[config.mk]
export PLATFORM = sky130hd
export DESIGN_NAME = iterative_divider
export DESIGN_NICKNAME = d
export VERILOG_FILES = /design/src/rtl/div_pkg.sv /design/src/rtl/div_sub_stage.sv /design/src/rtl/iterative_divider.sv
export SDC_FILE = /design/constraint.sdc
export NUM_CORES = 1
export LEC_CHECK = 0
export CAP_MARGIN = 20
export CORE_MARGIN = 2
export CORE_UTILIZATION = 42
export CTS_BUF_LIST = sky130_fd_sc_hd__clkbuf_4 sky130_fd_sc_hd__clkbuf_8 sky130_fd_sc_hd__clkbuf_16
export DETAILED_ROUTE_END_ITERATION = 8
export PLACE_DENSITY = 0.73
export REMOVE_ABC_BUFFERS = 1
export SLEW_MARGIN = 20
export SYNTH_ARGS = -nofsm -noshare
export SYNTH_HDL_FRONTEND = slang
export SYNTH_HIERARCHICAL = 1
export SYNTH_SLANG_ARGS = --single-unit
export TNS_END_PERCENT = 1
[constraint.sdc]
create_clock -name clk -period 8.1 [get_ports clk]
set_clock_uncertainty 0.15 [all_clocks]
set_input_delay 2.43 -clock clk [delete_from_list [all_inputs] [get_ports clk]]
set_output_delay 2.43 -clock clk [all_outputs]
set_load 0.05 [all_outputs]
[src/rtl/div_pkg.sv]
// Shared state encoding and constants for the iterative divider.
package div_pkg;

    typedef enum logic [1:0] {
        IDLE,
        RUN,
        FIX,
        DONE
    } div_state_t;

    localparam int DIV_WIDTH = 32;

    // Quotient reported when the divisor is zero.
    localparam logic [DIV_WIDTH-1:0] DIVZERO_QUOT = '1;

endpackage

[src/rtl/div_sub_stage.sv]
// Combinational N-bit subtractor (a + ~b + 1) built on a parallel-prefix carry network.
// borrow is high when a < b (unsigned).
module div_sub_stage #(
    parameter int N = 33
) (
    input  logic [N-1:0] a,
    input  logic [N-1:0] b,
    output logic [N-1:0] diff,
    output logic         borrow
);

    localparam int LEVELS = $clog2(N);

    logic [N-1:0] bx;
    logic [N-1:0] p;
    logic [N-1:0] g;
    logic [N-1:0] gcur;
    logic [N-1:0] pcur;
    logic [N:0]   c;

    // The constant carry-in of 1 is folded into bit 0's generate term.
    always_comb begin
        bx   = ~b;
        p    = a ^ bx;
        g    = a & bx;
        gcur = {g[N-1:1], g[0] | p[0]};
        pcur = p;
        for (int l = 0; l < LEVELS; l++) begin
            gcur = gcur | (pcur & (gcur << (1 << l)));
            pcur = pcur & ((pcur << (1 << l)) | ~({N{1'b1}} << (1 << l)));
        end
        c      = {gcur, 1'b1};
        diff   = p ^ c[N-1:0];
        borrow = ~c[N];
    end

endmodule

[src/rtl/iterative_divider.sv]
// Radix-2 restoring divider for MIPS DIV/DIVU: quotient feeds LO, remainder feeds HI.
// Define DIVZERO_FAST_EN to let a zero divisor skip the iterations and finish early.
module iterative_divider
    import div_pkg::*;
#(
    parameter int WIDTH = DIV_WIDTH,
    parameter int CNT_W = 6
) (
    input  logic             clk,
    input  logic             rst_n,
    input  logic             start,
    input  logic             cancel,
    input  logic             is_signed,
    input  logic [WIDTH-1:0] dividend,
    input  logic [WIDTH-1:0] divisor,
    output logic             busy,
    output logic             done,
    output logic [WIDTH-1:0] quotient,
    output logic [WIDTH-1:0] remainder,
    output logic             div_by_zero
);

    div_state_t       state;
    div_state_t       next_state;
    logic [CNT_W-1:0] count;
    logic [WIDTH:0]   rem;
    logic [WIDTH:0]   rem_shift;
    logic [WIDTH:0]   rem_next;
    logic [WIDTH:0]   trial;
    logic [WIDTH-1:0] quo;
    logic [WIDTH-1:0] dvs_abs;
    logic [WIDTH-1:0] dvd_raw;
    logic [WIDTH-1:0] quo_fix;
    logic [WIDTH-1:0] rem_fix;
    logic             neg_dvd;
    logic             neg_quo;
    logic             dz;
    logic             borrow;
    logic             accept;
    logic             rem_msb_unused;

    assign accept      = ((state == IDLE) || (state == DONE)) && start && !cancel;
    assign rem_shift   = {rem[WIDTH-1:0], quo[WIDTH-1]};
    assign rem_next    = borrow ? rem_shift : trial;
    assign div_by_zero = dz;

    // The kept partial remainder is always below the divisor, so its top bit stays clear.
    assign rem_msb_unused = rem[WIDTH];

    div_sub_stage #(.N(WIDTH + 1)) u_sub (
        .a      (rem_shift),
        .b      ({1'b0, dvs_abs}),
        .diff   (trial),
        .borrow (borrow)
    );

    always_ff @(posedge clk or negedge rst_n) begin
        if (!rst_n) begin
            state <= IDLE;
        end else begin
            state <= next_state;
        end
    end

    always_comb begin
        next_state = state;
        case (state)
            IDLE, DONE: begin
                next_state = IDLE;
                if (accept) begin
`ifdef DIVZERO_FAST_EN
                    next_state = (divisor == '0) ? FIX : RUN;
`else
                    next_state = RUN;
`endif
                end
            end
            RUN: begin
                if (cancel) begin
                    next_state = IDLE;
                end else if (count == '0) begin
                    next_state = FIX;
                end
            end
            FIX:     next_state = cancel ? IDLE : DONE;
            default: next_state = IDLE;
        endcase
    end

    always_comb begin
        busy = (state == RUN) || (state == FIX);
        done = (state == DONE);
    end

    always_comb begin
        quo_fix = neg_quo ? -quo : quo;
        rem_fix = neg_dvd ? -rem[WIDTH-1:0] : rem[WIDTH-1:0];
        if (dz) begin
            quo_fix = {WIDTH{DIVZERO_QUOT[0]}};
            rem_fix = dvd_raw;
        end
    end

    // Operands are stored as magnitudes; the signs are reapplied in FIX.
    always_ff @(posedge clk or negedge rst_n) begin
        if (!rst_n) begin
            count   <= '0;
            rem     <= '0;
            quo     <= '0;
            dvs_abs <= '0;
            dvd_raw <= '0;
            neg_dvd <= 1'b0;
            neg_quo <= 1'b0;
            dz      <= 1'b0;
        end else if (accept) begin
            neg_dvd <= is_signed && dividend[WIDTH-1];
            neg_quo <= is_signed && (dividend[WIDTH-1] != divisor[WIDTH-1]);
            dvd_raw <= dividend;
            quo     <= (is_signed && dividend[WIDTH-1]) ? -dividend : dividend;
            dvs_abs <= (is_signed && divisor[WIDTH-1]) ? -divisor : divisor;
            rem     <= '0;
            count   <= CNT_W'(WIDTH - 1);
            dz      <= (divisor == '0);
        end else if (state == RUN) begin
            rem   <= rem_next;
            quo   <= {quo[WIDTH-2:0], ~borrow};
            count <= count - CNT_W'(1);
        end
    end

    always_ff @(posedge clk or negedge rst_n) begin
        if (!rst_n) begin
            quotient  <= '0;
            remainder <= '0;
        end else if ((state == FIX) && !cancel) begin
            quotient  <= quo_fix;
            remainder <= rem_fix;
        end
    end

endmodule

==> results of run 1 <==
## registers in the layout, summed over array words and instances (netlist names)
| register | cells |
|---|---|
| dvd_raw | 32 |
| dvs_abs | 32 |
| quo | 32 |
| quotient | 32 |
| rem | 32 |
| remainder | 32 |
| count | 6 |
| state | 2 |
| div_by_zero | 1 |
| neg_dvd | 1 |
| neg_quo | 1 |
## worst max-delay path: stages
cell             delay (ps)
clkdlybuf4s50_1         470
inv_1                    90
ha_1                    180
or4b_4                  540
nor4b_4                 450
or4b_1                  640
or4_1                   510
o21ai_1                 120
## path summary, 6_finish.rpt
path / startpoint / endpoint / slack (ps) / cells after the start
min in group asynchronous: rst_n / count[4] / 1680 / 1
setup / recovery: divisor[1] / div_by_zero / 2960 / 8
hold reg to reg: quotient[7] / quotient[7] / 310 / 2
setup reg to reg: rem[7] / quo[0] / 4120 / 11
max in group asynchronous: rst_n / div_by_zero / 4740 / 2
hold / removal: quotient[7] / quotient[7] / 310 / 2
## where the power goes
group          switching [W]  leakage, nW  internal [W]
clock network       0.000429        0.406      0.000657
registers           0.000334         2.59       0.00123
logic                0.00121         3.70      0.000989
## layer usage
| layer | track usage [%] | vias up | part of all wire, % |
|---|---|---|---|
| li1 | - | 5704 | - |
| met1 | 27.9 | 5283 | 46 |
| met2 | 35.1 | 266 | 47 |
| met3 | 2.03 | 64 | 3.6 |
| met4 | 7.03 | 0 | 3.1 |
| met5 | 0 | - | 0 |
## per-stage QoR
step	setup WS, ps	cell area [sq um]
6_report	2960	15700
2_1_floorplan	74.6	12900
3_5_place_dp	2410	14800
3_3_place_gp	2510	14800
4_1_cts	2950	15700
5_1_grt	2810	15700
## cells in the final DEF (no fill, tap or decap), types with 31 or more instances in the layout
cell type,count
nor2_1,130
xnor2_1,74
dfrtp_1,202
inv_1,62
nor3_1,31
o21ai_0,117
o31ai_1,33
clkdlybuf4s50_1,134
nand2_1,232
ha_1,41
xor2_1,64
a21oi_1,110
mux2i_1,65
a211oi_1,52
## cell type report
cell class / count / area share [%]
inverters: 62 / 1.49
diodes: 1 / 0.0160
repair buffers: 146 / 9.18
multi-input cells: 1204 / 48.5
flip-flops and latches: 203 / 32.4
clock inverters: 7 / 0.471
clock buffers: 36 / 4.69
well taps: 402 / 3.21
==> metrics.md, run 1 <==
| Metric | Value |
|---|---|
| Drt initial violations | `between 600 and 700` |
| Max Fanout on Critical Path | `8` |
| Post-DP HPWL | `~25000 microns` |
| Initial Util | `42.4%` |
| Pwr/cell area | `between 300 and 400 mW/mm^2` |
| Max_cap viols | `0` |
| Slew headroom | `about 33%` |
| Max Fclk | `roughly 0.2 GHz` |
| Initial antenna violation count | `1` |
| Num Clock Sinks | `203` |
| Post-route setup TNS | `0 ps` |
| Synth Instances | `roughly 1600` |
| Number of global-route vias before repair | `between 10000 and 15000` |
| Final core occ | `49.9%` |
| Total gr overflow | `0` |
| Post-Route WL | `34300 microns` |
| Final Max Tran Viols | `0` |
| Die Span X | `182 microns` |
| Crit path launch type | `input port` |
| Worst hold slack | `313 ps` |
| Crit path DAT | `approximately 5400 ps` |
| Syn avg cell area | `8.46 sq um` |
| Footprint of the multi-input gates | `around 0.0076 sq mm` |
| Mean routed wirelength per cell | `approximately 17 microns` |
| Post-cts sizing count | `0` |
| Nets@finish | `approximately 1800` |
| Number of hold buffers added after cts | `0` |
| Gpl congestion | `a little under 0.9` |
| Synthesized area | `roughly 0.013 sq mm` |
| Die area | `0.0331 sq mm` |
| Final ANT Viol Nets | `0` |
| Die H | `roughly 180 microns` |
| Outcome | `finished clean` |
| Reg area | `0.00508 sq mm` |
| Total power | `between 0.004 and 0.005 W` |
| GRT Resource Usage Total | `~21%` |
| CTS root buffer | `clkbuf_16` |
| CP Capture Type | `flip-flop` |
| YS warnings | `6` |
| Worst-Margin Slew | `about 1000 ps` |
| CTS tree | `yes` |
| Area grow syn2layout | `17.7%` |
| Setup violators final | `0` |
| # port buffers | `135` |
| Fill cells | `2952` |
| Final Cycle Share | `63.5%` |
| Setup bufs post-CTS | `0` |
| Max clock buf depth | `3` |
| Non-Filler Instances | `2061` |
| Reg clk slew, reported paths | `roughly 60 ps` |
| Final hold vios | `0` |
| Core region area | `roughly 0.031 sq mm` |
| Worst hold path type | `reg2reg` |
| Worst vdd ir | `around 180 uV` |
| Htree depth | `1` |
| TritonRoute pass-1 iters | `5` |
| Skew-Pair Late Insertion Delay | `530 ps` |
| Via count of the routed design | `11317` |
| First-pass GRT wire length | `56400 microns` |
| Min Tclk post-route | `5140 ps` |
| Largest net degree at the start of global routing | `between 70 and 80` |
| # DRC | `0` |
| CTS Buf Count | `24` |
| RSZ-0062 raised after global routing | `no` |
| DP Cell Count | `2017` |
| WS Path Type | `in2reg` |
| Vias per cell | `between 5 and 6` |
| Fraction of layout cells with a size suffix above 1 | `approximately 5.5%` |
| WP data required | `8390 ps` |
| IO Pins | `136` |
| Cell Rows | `65` |
| Leakage | `6.70 nW` |
Power figures use the tool's default switching activity.
==> run 2: changes to the inputs <==
==> constraint.sdc (replaced) <==
create_clock -name clk -period 5.05 [get_ports clk]
set_clock_uncertainty 0.15 [all_clocks]
set_input_delay 1.515 -clock clk [delete_from_list [all_inputs] [get_ports clk]]
set_output_delay 1.515 -clock clk [all_outputs]
set_load 0.05 [all_outputs]
==> run 2 against run 1 <==
Effect of this change:
- combinational power rose by 61%
- global-route usage fell by 0.25 points
- register-to-register slack got worse by 3000 ps
- via count rose by 0.54%
- clock-buffer cell count fell by 7
==> metrics.md, run 2 (synthesized netlist as in run 1, its figures left out) <==
| Metric | Value |
|---|---|
| CP top delay family | `simple AND/OR/NAND/NOR gates` |
| Mean routed wirelength per cell | `16.5 microns (-0.61%)` |
| WS Path Type | `in2reg` |
| Post-route setup TNS | `0 ps (unchanged)` |
| Non-Filler Instances | `2068 (+0.34%)` |
| # port buffers | `135 (unchanged)` |
| Via count of the routed design | `11378 (+0.54%)` |
| Number of hold buffers added after cts | `0 (unchanged)` |
| Worst hold slack | `321 ps (+7.29 ps)` |
| Fraction of layout cells with a size suffix above 1 | `5.83% (+0.34 points)` |
| Internal power | `0.00459 W (+60%)` |
| Critical path's slowest cell | `or4b_1` |
| FF-to-FF End | `quo[0]` |
| Setup violators final | `0 (unchanged)` |
| Largest net degree at the start of global routing | `90 (+14%)` |
| Max_cap viols | `0 (unchanged)` |
| Outcome | `finished clean` |
| CP Buf/Inv Count | `2 (unchanged)` |
| CTS Buf Count | `24 (unchanged)` |
| CTS root buffer | `clkbuf_16` |
| WP data required | `5340 ps (-3050 ps)` |
| Footprint of the multi-input gates | `0.00759 sq mm (about the same)` |
| Total power | `0.00777 W (+60%)` |
| Die Span X | `182 microns (unchanged)` |
| CTS tree | `yes` |
| Hold wc startpoint | `quotient[12]` |
| Worst hold path type | `reg2reg` |
| Die area | `0.0331 sq mm (unchanged)` |
| Initial antenna violation count | `2 (+1)` |
| Nets@finish | `1758 (+0.29%)` |
| Switching Share | `40.9% (+0.29 points)` |
| Sequential power share | `32.4% (about the same)` |
| Crit path launch type | `input port` |
| Post-DP HPWL | `25600 microns (+1.5%)` |
| First-pass GRT wire length | `56000 microns (-0.65%)` |
| Leakage | `6.72 nW (+0.27%)` |
| Slew headroom | `34.0% (+1.1 points)` |
| P_sw | `0.00318 W (+62%)` |
| Worst-path cell chain | `clkdlybuf4s50_1 -> inv_1 -> ha_1 -> or4b_4 -> nor4b_4 -> or4b_1 -> or4_1 -> o21ai_1` |
| Delay of the slowest cell on the worst path | `620 ps (-20 ps)` |
| Final Max Tran Viols | `0 (unchanged)` |
| # DRC | `0 (unchanged)` |
| Final ANT Viol Nets | `0 (unchanged)` |
| DP Cell Count | `2022 (+0.25%)` |
| Fill cells | `2982 (+1.0%)` |
| CP Capture Type | `flip-flop` |
| Drt initial violations | `588 (-8.0%)` |
| Gpl congestion | `0.860 (-2.9%)` |
| Reg clk slew, reported paths | `60 ps (about the same)` |
| Post-cts sizing count | `0 (unchanged)` |
| GRT Resource Usage Total | `20.5% (-0.25 points)` |
| Share of total power in combinational logic | `45.4% (about the same)` |
| Crit path DAT | `4390 ps (-1040 ps)` |
| Pwr/cell area | `494 mW/mm^2 (+60%)` |
| Worst hold endpoint | `quotient[12]` |
| Vias per cell | `5.50 (+0.20%)` |
| Most frequent cells in the layout | `nand2_1 (232), dfrtp_1 (202), clkdlybuf4s50_1 (134), nor2_1 (130), o21ai_0 (117)` |
| Max clock buf depth | `3 (unchanged)` |
| Num Clock Sinks | `203 (unchanged)` |
| R2R depth | `10 (-1)` |
| Clock power frac | `22.1% (-0.3 points)` |
| Skew-Pair Late Insertion Delay | `520 ps (about the same)` |
| Worst vdd ir | `303 uV (+66%)` |
| TritonRoute pass-1 iters | `5 (unchanged)` |
| Setup bufs post-CTS | `0 (unchanged)` |
| Number of global-route vias before repair | `10926 (+1.1%)` |
| Hold Path Cell Cnt | `2 (unchanged)` |
| IO Pins | `136 (unchanged)` |
| RSZ-0062 raised after global routing | `no` |
| Final Cycle Share | `roughly four fifths` |
| Max Fclk | `about 0.24 GHz` |
| Total gr overflow | `0 (unchanged)` |
| Initial Util | `42.4% (unchanged)` |
| R2r setup slk | `1140 ps (-2980 ps)` |
| Leading cell type in the layout, fill and taps excluded | `nand2_1` |
| Die H | `182 microns (unchanged)` |
| Reg area | `0.00508 sq mm (unchanged)` |
| Final hold vios | `0 (unchanged)` |
| Area grow syn2layout | `18.2%` |
| Max Fanout on Critical Path | `8 (unchanged)` |
| Htree depth | `1 (unchanged)` |
| Core region area | `0.0314 sq mm (unchanged)` |
| Post-Route WL | `34200 microns (-0.27%)` |
| Min Tclk post-route | `4100 ps` |
| Worst-Margin Slew | `990 ps (-16.6 ps)` |
| Critical R2R Launch | `rem[9]` |
| Cell Rows | `65 (unchanged)` |
| Final core occ | `50.1% (+0.20 points)` |
-- run 2: cell type report --
type / count / share of cell area (%)
multi-input cells: 1204 / 48.3
flip-flops and latches: 203 / 32.3
repair buffers: 151 / 9.62
clock buffers: 29 / 4.14
well taps: 402 / 3.20
inverters: 62 / 1.48
clock inverters: 15 / 0.947
diodes: 2 / 0.0318
-- run 2: routing by layer --
metal | vias to the layer above | track usage [%] | share of wire (%)
met5 | - | 0 | 0
met4 | 0 | 7.77 | 3.7
met3 | 63 | 1.99 | 3.5
met2 | 252 | 34.8 | 47
met1 | 5367 | 27.2 | 46
li1 | 5696 | - | -
-- run 2: worst max-delay path by stage --
| stage | start | to | depth (start not counted) |
|---|---|---|---|
| global placement | divisor[1] | div_by_zero | 8 |
| floorplan | start | dvs_abs[25] | 4 |
| CTS | divisor[0] | div_by_zero | 8 |
| detailed placement | divisor[1] | div_by_zero | 8 |
| finish | divisor[0] | div_by_zero | 8 |
| global route | divisor[0] | div_by_zero | 8 |
-- run 2: worst reg2reg max path: stages (launching register included) --
cell      delay, ps
dfrtp_1         500
ha_1            450
and2_1          200
a221o_1         370
a311oi_2        500
a21oi_2         170
a21oi_1         170
a311o_2         790
nand2_1         260
o21ai_0         130
o21ai_0         100
-- run 2: per-stage QoR --
stage / instance area (sq um) / worst slack [ps]
floorplan: 12900 / -2060
global placement: 14900 / 473
detailed placement: 14900 / 412
CTS: 15700 / 959
global route: 15700 / 793
finish: 15700 / 951
-- run 2: power by group through the flow --
stage	Clock [W]	Combinational [W]	Sequential, W
after global placement	0	0.00347	0.00251
after global routing	0.00182	0.00398	0.00259
after floorplan	0	0.00281	0.00237
after detailed placement	0	0.00352	0.00253
after CTS	0.00176	0.00353	0.00251
final	0.00172	0.00353	0.00252
==> run 3: changes to the inputs <==
--- a/config.mk
+++ b/config.mk
@@ -10,7 +10,7 @@
 export CORE_UTILIZATION = 42
 export CTS_BUF_LIST = sky130_fd_sc_hd__clkbuf_4 sky130_fd_sc_hd__clkbuf_8 sky130_fd_sc_hd__clkbuf_16
 export DETAILED_ROUTE_END_ITERATION = 8
-export PLACE_DENSITY = 0.73
+export PLACE_DENSITY = 0.75
 export REMOVE_ABC_BUFFERS = 1
 export SLEW_MARGIN = 20
 export SYNTH_ARGS = -nofsm -noshare
==> constraint.sdc (replaced) <==
create_clock -name clk -period 3.34 [get_ports clk]
set_clock_uncertainty 0.15 [all_clocks]
set_input_delay 1.002 -clock clk [delete_from_list [all_inputs] [get_ports clk]]
set_output_delay 1.002 -clock clk [all_outputs]
set_load 0.05 [all_outputs]
==> run 3 against run 2 <==
Effect of this change:
- register-to-register slack got worse by 1000 ps
- critical path depth down 2
- utilization rose by 3.1 points
- worst hold slack got worse by 26 ps
- combinational power grew 71%
- cell count is 5.1% higher
- sequential share of layout area fell by 1.9 points
- clock-buffer cell count is 4 higher
- flip-flop and latch count unchanged
- global-route usage rose by 0.94 points
==> metrics.md, run 3 (synthesized netlist as in run 1, its figures left out) <==
| Metric | Value |
|---|---|
| Slew headroom | `35.6% (+1.6 points)` |
| Pwr/cell area | `756 mW/mm^2 (+53%)` |
| Fill cells | `2818 (-5.5%)` |
| Post-Route WL | `35600 microns (+4.2%)` |
| Htree depth | `1 (unchanged)` |
| Cell Rows | `65 (unchanged)` |
| Skew-Pair Late Insertion Delay | `540 ps (+20 ps)` |
| WS Path Type | `in2reg` |
| Num Clock Sinks | `203 (unchanged)` |
| Crit path DAT | `3550 ps (-840 ps)` |
| Total gr overflow | `0 (unchanged)` |
| First-pass GRT wire length | `58300 microns (+4.0%)` |
| Fraction of layout cells with a size suffix above 1 | `11.9% (+6.1 points)` |
| Worst-Margin Slew | `966 ps (-24.1 ps)` |
| Max Fanout on Critical Path | `3 (-5)` |
| Total power | `0.0126 W (+62%)` |
| Initial antenna violation count | `0 (-2)` |
| WL met1 | `16000 microns (+2.3%)` |
| Vias per cell | `5.46 (-0.82%)` |
| Max clock buf depth | `3 (unchanged)` |
| Footprint of the multi-input gates | `0.00762 sq mm (+0.31%)` |
| Largest net degree at the start of global routing | `69 (-23%)` |
| Die area | `0.0331 sq mm (unchanged)` |
| Drt initial violations | `744 (+27%)` |
| # port buffers | `135 (unchanged)` |
| Die Span X | `182 microns (unchanged)` |
| Leakage | `7.34 nW (+9.3%)` |
| Area grow syn2layout | `25.5%` |
| CTS root buffer | `clkbuf_16` |
| Worst vdd ir | `505 uV (+67%)` |
| TritonRoute pass-1 iters | `5 (unchanged)` |
| WP data required | `3640 ps (-1700 ps)` |
| Met2 wire len | `16600 microns (+3.4%)` |
| Outcome | `finished clean` |
| CTS tree | `yes` |
| R2R depth | `11 (+1)` |
| Final Max Tran Viols | `0 (unchanged)` |
| Setup violators final | `0 (unchanged)` |
| Final core occ | `53.2% (+3.1 points)` |
| Post-DP HPWL | `27100 microns (+5.9%)` |
| CP Capture Type | `flip-flop` |
| Worst-path cell chain | `clkdlybuf4s50_1 -> or4b_4 -> nor4b_4 -> or4b_4 -> or4_4 -> o21ai_1` |
| Mean routed wirelength per cell | `16.4 microns (-0.84%)` |
| Leading cell type in the layout, fill and taps excluded | `nand2_1` |
| N_diodes | `0 (-2)` |
| RSZ-0062 raised after global routing | `yes` |
| Number of hold buffers added after cts | `0 (unchanged)` |
| Most used cell along the critical path | `or4b_4` |
| WL met3 | `1500 microns (+27%)` |
| Min Tclk post-route | `3260 ps` |
| Max Fclk | `just over 0.3 GHz` |
| CTS Buf Count | `25 (+4.2%)` |
| Number of global-route vias before repair | `11488 (+5.1%)` |
| Max_cap viols | `0 (unchanged)` |
| Reg area | `0.00508 sq mm (about the same)` |
| Critical path's slowest cell | `or4b_4` |
| Worst hold path type | `in2async` |
| Most frequent cells in the layout | `nand2_1 (232), dfrtp_1 (201), nor2_1 (130), clkdlybuf4s50_1 (130)` |
| Die H | `182 microns (unchanged)` |
| Nets@finish | `1865 (+6.1%)` |
| Delay of the slowest cell on the worst path | `590 ps (-30 ps)` |
| Via count of the routed design | `11858 (+4.2%)` |
| Final Cycle Share | `about 100%` |
| Final hold vios | `0 (unchanged)` |
| Reg clk slew, reported paths | `60 ps (about the same)` |
| IO Pins | `136 (unchanged)` |
| Crit path launch type | `input port` |
| # DRC | `0 (unchanged)` |
| GRT Resource Usage Total | `21.4% (+0.94 points)` |
| CP Buf/Inv Count | `1 (-1)` |
| Stages on worst setup path | `6 (-2)` |
| CP top delay family | `simple AND/OR/NAND/NOR gates` |
| DR top layer | `met4` |
| Final ANT Viol Nets | `0 (unchanged)` |
| Initial Util | `42.4% (unchanged)` |
| Core region area | `0.0314 sq mm (unchanged)` |
| Gpl congestion | `0.896 (+4.2%)` |
## run 3: cell types whose count changed in the layout (fill, tap and decap cells not counted), sizes merged
cell,change
bufinv,+2
dlygate4sd2,+1
buf,+107
clkinv,-1
dlymetal6s2s,+2
clkinvlp,-5
diode,-2
inv,+1
clkbuf,+4
clkdlybuf4s50,-4
## run 3: repair_timing
item / CTS / global route
setup buffers: 0 / 1
resized for setup: 1 / 10
pin swaps: 0 / 4
gates cloned: 0 / 0
endpoints found under the setup margin: 2 / 35
## run 3: routing by layer
metal | global-route usage [%] | vias up
met2 | 36.2 | 318
met1 | 28.0 | 5543
met4 | 8.94 | 0
met5 | 0 | -
li1 | - | 5906
met3 | 2.37 | 91
## run 3: power by group
| group | internal (W) | switching (W) |
|---|---|---|
| sequential | 0.00299 | 0.000674 |
| combinational | 0.00277 | 0.00328 |
| clock | 0.00184 | 0.00107 |
| total | 0.00760 | 0.00502 |
## run 3: cell type report
class,count,area share (%)
multi-input combinational,1204,45.6
sequential,203,30.4
timing repair buffer,257,14.1
clock buffer,33,4.37
tap,402,3.01
inverter,62,1.39
clock inverter,12,1.05
## run 3: path summary, 6_finish.rpt
path	startpoint	slack [ps]	to
setup reg to reg	quo[31]	110	rem[22]
min in group clk	dvd_raw[9]	320	dvd_raw[9]
hold reg to reg	dvd_raw[9]	320	dvd_raw[9]
max in group asynchronous	rst_n	1820	rem[11]
hold / removal	rst_n	290	state[0]
setup / recovery	divisor[4]	80	div_by_zero
## run 3: per-stage QoR
step	std cells	setup TNS (ps)	hold WS [ps]	cell area [sq um]	worst slack, ps
global placement	2127	-2280	303	15800	-543
global route	2173	-58.6	338	16700	-38.9
floorplan	1469	-267380	288	12900	-3260
CTS	2172	-62.3	321	16700	-62.3
detailed placement	2127	-2640	307	15800	-617
finish	2173	0	295	16700	85.0
